==> config.mk <==
export PLATFORM = sky130hd
export DESIGN_NAME = dma_read_engine
export DESIGN_NICKNAME = d
export VERILOG_FILES = /design/src/rtl/dma_read_engine.sv
export SDC_FILE = /design/constraint.sdc
export NUM_CORES = 1
export LEC_CHECK = 0
export ABC_AREA = 1
export CORE_MARGIN = 1.5
export CORE_UTILIZATION = 58
export CTS_CLUSTER_DIAMETER = 60
export DETAILED_ROUTE_END_ITERATION = 12
export HOLD_SLACK_MARGIN = 0.08
export PLACE_DENSITY = 0.87
export SLEW_MARGIN = 5
export SYNTH_ARGS = -nofsm -noshare
export SYNTH_HDL_FRONTEND = slang
export SYNTH_SLANG_ARGS = --single-unit
==> constraint.sdc <==
create_clock -name clk -period 5.1 [get_ports clk]
set_input_delay 0.51 -clock clk [delete_from_list [all_inputs] [get_ports clk]]
set_output_delay 0.51 -clock clk [all_outputs]
set_load 0.005 [all_outputs]
==> src/rtl/dma_read_engine.sv <==
// DMA read engine: streams a block of words from external memory into the
// inactive ping-pong input buffer, with a bounded number of outstanding reads.
module dma_read_engine #(
  parameter int ADDR_W  = 32,
  parameter int DATA_W  = 16,
  parameter int LEN_W   = 16,
  parameter int BUF_AW  = 12,
  parameter int MAX_OUT = 4
) (
  input  logic              clk,
  input  logic              reset,
  input  logic              dma_start,
  input  logic [ADDR_W-1:0] src_addr,
  input  logic [LEN_W-1:0]  xfer_len,
  input  logic              dst_buf,
  output logic              mem_req,
  output logic [ADDR_W-1:0] mem_addr,
  input  logic              mem_ready,
  input  logic              mem_rvalid,
  input  logic [DATA_W-1:0] mem_rdata,
  output logic              buf_we_a,
  output logic              buf_we_b,
  output logic [BUF_AW-1:0] buf_waddr,
  output logic [DATA_W-1:0] buf_wdata,
  output logic              busy,
  output logic              dma_done
);

  typedef enum logic [1:0] {IDLE, RUN, FINISH} state_t;

  state_t            state, state_next;
  logic [ADDR_W-1:0] base;
  logic [LEN_W-1:0]  len;
  logic [LEN_W-1:0]  issued;
  logic [LEN_W-1:0]  received;
  logic              sel;
  logic [LEN_W-1:0]  outstanding;
  logic              start_ok;
  logic              take_rsp;
  logic              last_rsp;
  logic              req_fire;

  // The done cycle still counts as busy, so a new start is only taken one cycle later.
  assign busy        = (state != IDLE) || dma_done;
  assign start_ok    = (state == IDLE) && !dma_done && dma_start;
  assign outstanding = issued - received;
  assign take_rsp    = (state == RUN) && mem_rvalid;
  assign last_rsp    = take_rsp && (received == len - 1'b1);
  assign req_fire    = mem_req && mem_ready;

  always_ff @(posedge clk) begin
    if (!reset) state <= IDLE;
    else        state <= state_next;
  end

  always_comb begin
    state_next = state;
    mem_req    = 1'b0;
    mem_addr   = '0;
    case (state)
      IDLE: begin
        if (start_ok) state_next = (xfer_len == '0) ? FINISH : RUN;
      end
      RUN: begin
        mem_req = (issued < len) && (outstanding < LEN_W'(MAX_OUT));
        if (mem_req) mem_addr = base + ADDR_W'(issued);
        if (last_rsp) state_next = FINISH;
      end
      FINISH: state_next = IDLE;
      default: state_next = IDLE;
    endcase
  end

  always_ff @(posedge clk) begin
    if (!reset) begin
      base      <= '0;
      len       <= '0;
      sel       <= 1'b0;
      issued    <= '0;
      received  <= '0;
      buf_we_a  <= 1'b0;
      buf_we_b  <= 1'b0;
      buf_waddr <= '0;
      buf_wdata <= '0;
      dma_done  <= 1'b0;
    end else begin
      if (start_ok) begin
        base     <= src_addr;
        len      <= xfer_len;
        sel      <= dst_buf;
        issued   <= '0;
        received <= '0;
      end else begin
        if (req_fire) issued   <= issued + 1'b1;
        if (take_rsp) received <= received + 1'b1;
      end
      buf_we_a <= take_rsp && !sel;
      buf_we_b <= take_rsp && sel;
      if (take_rsp) begin
        buf_waddr <= BUF_AW'(received);
        buf_wdata <= mem_rdata;
      end
      dma_done <= (state == FINISH);
    end
  end

endmodule

# After elaboration in Yosys (flattened, before gate mapping)

Cells that the tools add are included.

Add/sub/neg operators: 5
Order comparisons: 2
Eq/ne operators: 5
Mux-type cells: 7
Bitwise gates (word level): 1
Reductions and logical operators: 16

Operator list:

| operator              | count |
|---|---|
| $mux 32               | 2 |
| $add 16x1->16 const B | 2 |
| $add 32x16->32        | 1 |
| $eq 16x16->1          | 1 |
| $logic_not 16->1      | 1 |
| $lt 16x16->1          | 1 |
| $lt 16x3->1 const B   | 1 |
| $sub 16x1->16 const B | 1 |
| $sub 16x16->16        | 1 |
| $logic_and 1x1->1     | 8 |
| $mux 2                | 3 |
| $ne 2x2->1 const B    | 2 |
| $pmux 2 s2            | 1 |
| $eq 2x1->1 const B    | 1 |
| $eq 2x2->1 const B    | 1 |
| $logic_not 1->1       | 2 |
| $logic_not 2->1       | 1 |
| $reduce_and 2->1      | 1 |
| $reduce_bool 2->1     | 1 |
| $reduce_or 2->1       | 1 |
| $logic_or 1x1->1      | 1 |
| $mux 1                | 1 |
| $not 1->1             | 1 |

Register bits: 114
Word-level logic and storage cells: 47

# Longest topological paths before layout

Depth in word-level cells: 5
Depth in mapped cells: 21
Mapped depth without buffers: 20

# Worst setup path before layout

Ideal clock, no wire load.

Kind: register to output
Start point: register received[8]
End point: output mem_addr[28]
Arrival: 2070 ps
Data required time: 4590 ps
Path slack: 2520 ps
Stages on the path, launching flop included: 18
Buffers on the path: 0
Cell sequence: dfxtp_1 inv_1 ha_1 nand2_1 nor2_1 and2_1 nand2_1 nand2_1 nand2_1 nand2_2 nand3_1 inv_1 nand3_1 nor2_2 nand2_4 inv_2 o21ai_1 nor2_1

Word-level cells in the longest chain between the ends: 5

Ends and longest elaborated chain:

| item                     | RTL line | text |
|---|---|---|
| start: declaration       | 35       | `logic [LEN_W-1:0] received;` |
| start signal: assignment | 95       | `if (take_rsp) received <= received + 1'b1;` |
| $sub 16x16->16           | 46       | `assign outstanding = issued - received;` |
| $lt 16x3->1              | 65       | `mem_req = (issued < len) && (outstanding < LEN_W'(MAX_OUT));` |
| $logic_and 1x1->1        | 65       |  |
| $mux 32                  | 66       | `if (mem_req) mem_addr = base + ADDR_W'(issued);` |
| $mux 32                  | 60       | `case (state)` |
| end: declaration         | 17       | `output logic [ADDR_W-1:0] mem_addr,` |

No other way between the ends.

# Worst setup path in the final report

Same ends and word-level chain as after synthesis.

==> impl_metrics.ini <==
[worst_setup_path]
path_class = reg2out
endpoint_kind = output pin
critPathRequiredTime_ns = 4.59
startpoint_type = flop
cp_data_arrival_time_ns = 3.75
worst-path-max-fanout = 28

[timing]
skew_ns = 0.0129
tightest_slew_ns = 1.08
slew_headroom_pct = 27.7
setup_violations = 0
layout_setup_ws_ns = 0.835
rsz0062_at_grt = false
finalHoldViolCount = 0
finalSetupTns_ns = 0
finalCriticalPeriod_ns = 4.26
slew_violations = 0
fmax_mhz = 234
fin_crit_sh_pct = 83.6

[job]
maxCapViolations = 0

[clock_network]
cts.root.buffer_cell = clkbuf_16
numClockSinks = 114
cts_resized = 0
clk_path_buf_depth = 2
cts_buffers = 17
cts_tree = built
clk_pin_slew_ns = 0.05
cts_hold_buf = 0
cts_setup_buffers = 0
h-tree-depth = 4
clk_latency_ns = 0.43

[finish]
design_area_um2 = 9670
area_growth_pct = 25.4
multi_input_area_um2 = 4590
seq_area_um2 = 2280
final_core_util_pct = 75.7
fillers = 958
drive_above_1_share_pct = 4.90
nNetsFinal = 1433
antennaDiodeCount = 0

[logic_synthesis]
synth-edff-count = 0
yosysMostFrequentCell = nand2_1
synth_nets = 1313
syn_inst = 1194
synth_top_cell_area_share_pct = 29.6
synth_area_leaders = dfxtp_1 30%, nand2_1 13%, a21oi_1 8.7%, inv_1 8.1%, ha_1 7.8%
syn_area_per_cell_um2 = 6.46
seq_area_frac_synth_pct = 29.6
yosysWarnings = 0
synthArstFlopShare_pct = 0
yosysUniqueCellTypes = 42
yosys-top-cells-count = 264 x nand2_1, 166 x inv_1, 134 x a21oi_1
syn-cell-area_um2 = 7710
yosys.area.top_type = dfxtp_1
ys.flop_type = dfxtp_1
ys_ff_latch = 114

[routing]
via_per_inst = 5.51
antenna_left = 0
drcViolationCount = 0
wire_per_inst_um = 15.0
first_pass_iters = 5
via_count = 8252
wl_mm = 22.4
drt_iter0_markers = 833

[power_and_ir_drop]
p_sw_share_pct = 30.6
ir_drop_mv = 0.234
finalPower_mw = 2.63
p_comb_share_pct = 20.1
power.leakage_nw = 4.13
cell_internal_pwr_mw = 1.83
clkPwrFrac_pct = 42.1
p_per_area_nw_per_um2 = 272
seqPwrFrac_pct = 37.8
p_sw_mw = 0.806

[place]
dpl.hpwl_mm = 16.4
portBuffers = 134
place_area_um2 = 9120
dp_slack_ns = 1.29
routabilityCongestion = 0.980

[floorplanning]
coreArea_um2 = 12800
dieArea_um2 = 14000
start_util_pct = 60.3
ios = 135
num_rows = 41
die_w_um = 118
die_y_um = 118

[grt]
grt_pass1_vias = 7669
grt_pass1_wl_mm = 36.2
grt_overflow = 0
grt_usage_pct = 31.9
grt_max_degree = 100
antenna_found_initial = 0

[worst_hold_path]
hold_class = reg2reg

[outcome]
run_status = complete, no violations
[through the flow]
step / std cells / hold WS [ns]
after floorplan: 1194 / 0.401
after global placement: 1467 / 0.409
after detailed placement: 1467 / 0.417
final: 1499 / 0.424
after CTS: 1499 / 0.425
after global routing: 1499 / 0.465
[power groups by stage]
stage,sequential (mW),combinational [mW],clock (mW)
2_1_floorplan,1.00,0.347,0
3_3_place_gp,1.01,0.509,0
4_1_cts,0.993,0.524,1.10
6_report,0.995,0.529,1.11
5_1_grt,1.00,0.591,1.14
3_5_place_dp,1.01,0.517,0
[cells in the final DEF (no fill, tap or decap), types with 2 or more instances in the layout]
cell and count:
dfxtp_1 114, nor2_1 108, nand2_2 5, o21bai_1 6, a21o_1 2, o22ai_1 2, clkinv_2 3, nor4_1 10
nand3b_1 4, a21oi_1 134, clkinv_4 3, inv_1 166, and3_1 3, nand3_1 70, clkdlybuf4s50_1 134, nand4_1 30
a31oi_1 4, clkbuf_8 3, nand3_2 2, o21ai_0 73, and2_1 4, nor2_2 2, nor3b_1 4, xnor2_1 11
clkinvlp_4 4, nor3_1 27, nand2_1 264, inv_2 12, o21ai_1 6, nor3_2 5, xor2_1 31, ha_1 48
o21a_1 2, buf_4 3, clkbuf_16 17
[state kept, by name, indices dropped and copies added, names as in the netlist]
| register | flops |
|---|---|
| state | 2 |
| buf_we_b | 1 |
| issued | 16 |
| sel | 1 |
| received | 16 |
| base | 32 |
| buf_waddr | 12 |
| dma_done | 1 |
| len | 16 |
| buf_wdata | 16 |
| buf_we_a | 1 |
[layer usage]
layer | GRT usage [%] | vias up | part of all wire [%]
met3 | 8.01 | 48 | 8.0
met2 | 53.1 | 312 | 46
met5 | 0 | - | 0
met1 | 40.6 | 3746 | 44
met4 | 9.68 | 0 | 2.1
li1 | - | 4146 | -
[layout make-up]
| cell class | instances | area share (%) |
|---|---|---|
| Timing Repair Buffer | 137 | 14.1 |
| Tap cell | 172 | 2.23 |
| Sequential cell | 114 | 23.6 |
| Inverter | 178 | 6.91 |
| Clock buffer | 21 | 4.87 |
| Multi-Input combinational cell | 866 | 47.5 |
| Clock inverter | 11 | 0.828 |
[worst max-delay path: stages (launching register included)]
cell and delay, ns:
dfxtp_1 0.41, inv_1 0.19, ha_1 0.44, nand2_1 0.13
nor2_1 0.18, nand3_1 0.12, nand3_1 0.12, inv_2 0.05
nand2_1 0.05, nand3_1 0.06, nor2_1 0.11, nand3_1 0.09
nor2_2 0.20, nand2_4 0.24, inv_2 0.20, o21ai_1 0.09
nor2_1 0.11, clkdlybuf4s50_1 0.53
[cells by family (layout without fill, tap and decap cells)]
group	after synthesis	in the layout	synth area share [%]
xor+xnor	42	42	4.77
fa+ha+maj	49	49	8.05
flops	114	114	29.6
compound gates	233	233	15.7
buf+inv	214	347	10.9
simple gates	542	542	31.0
[worst paths after layout]
path | endpoint | startpoint | slack (ns) | cells after the start
min reg2reg | buf_we_a | sel | 0.42 | 1
max reg2reg | issued[12] | received[8] | 2.05 | 13
min | buf_we_a | sel | 0.42 | 1
max | mem_addr[28] | received[8] | 0.84 | 17
(Power assumes the default switching activity.)
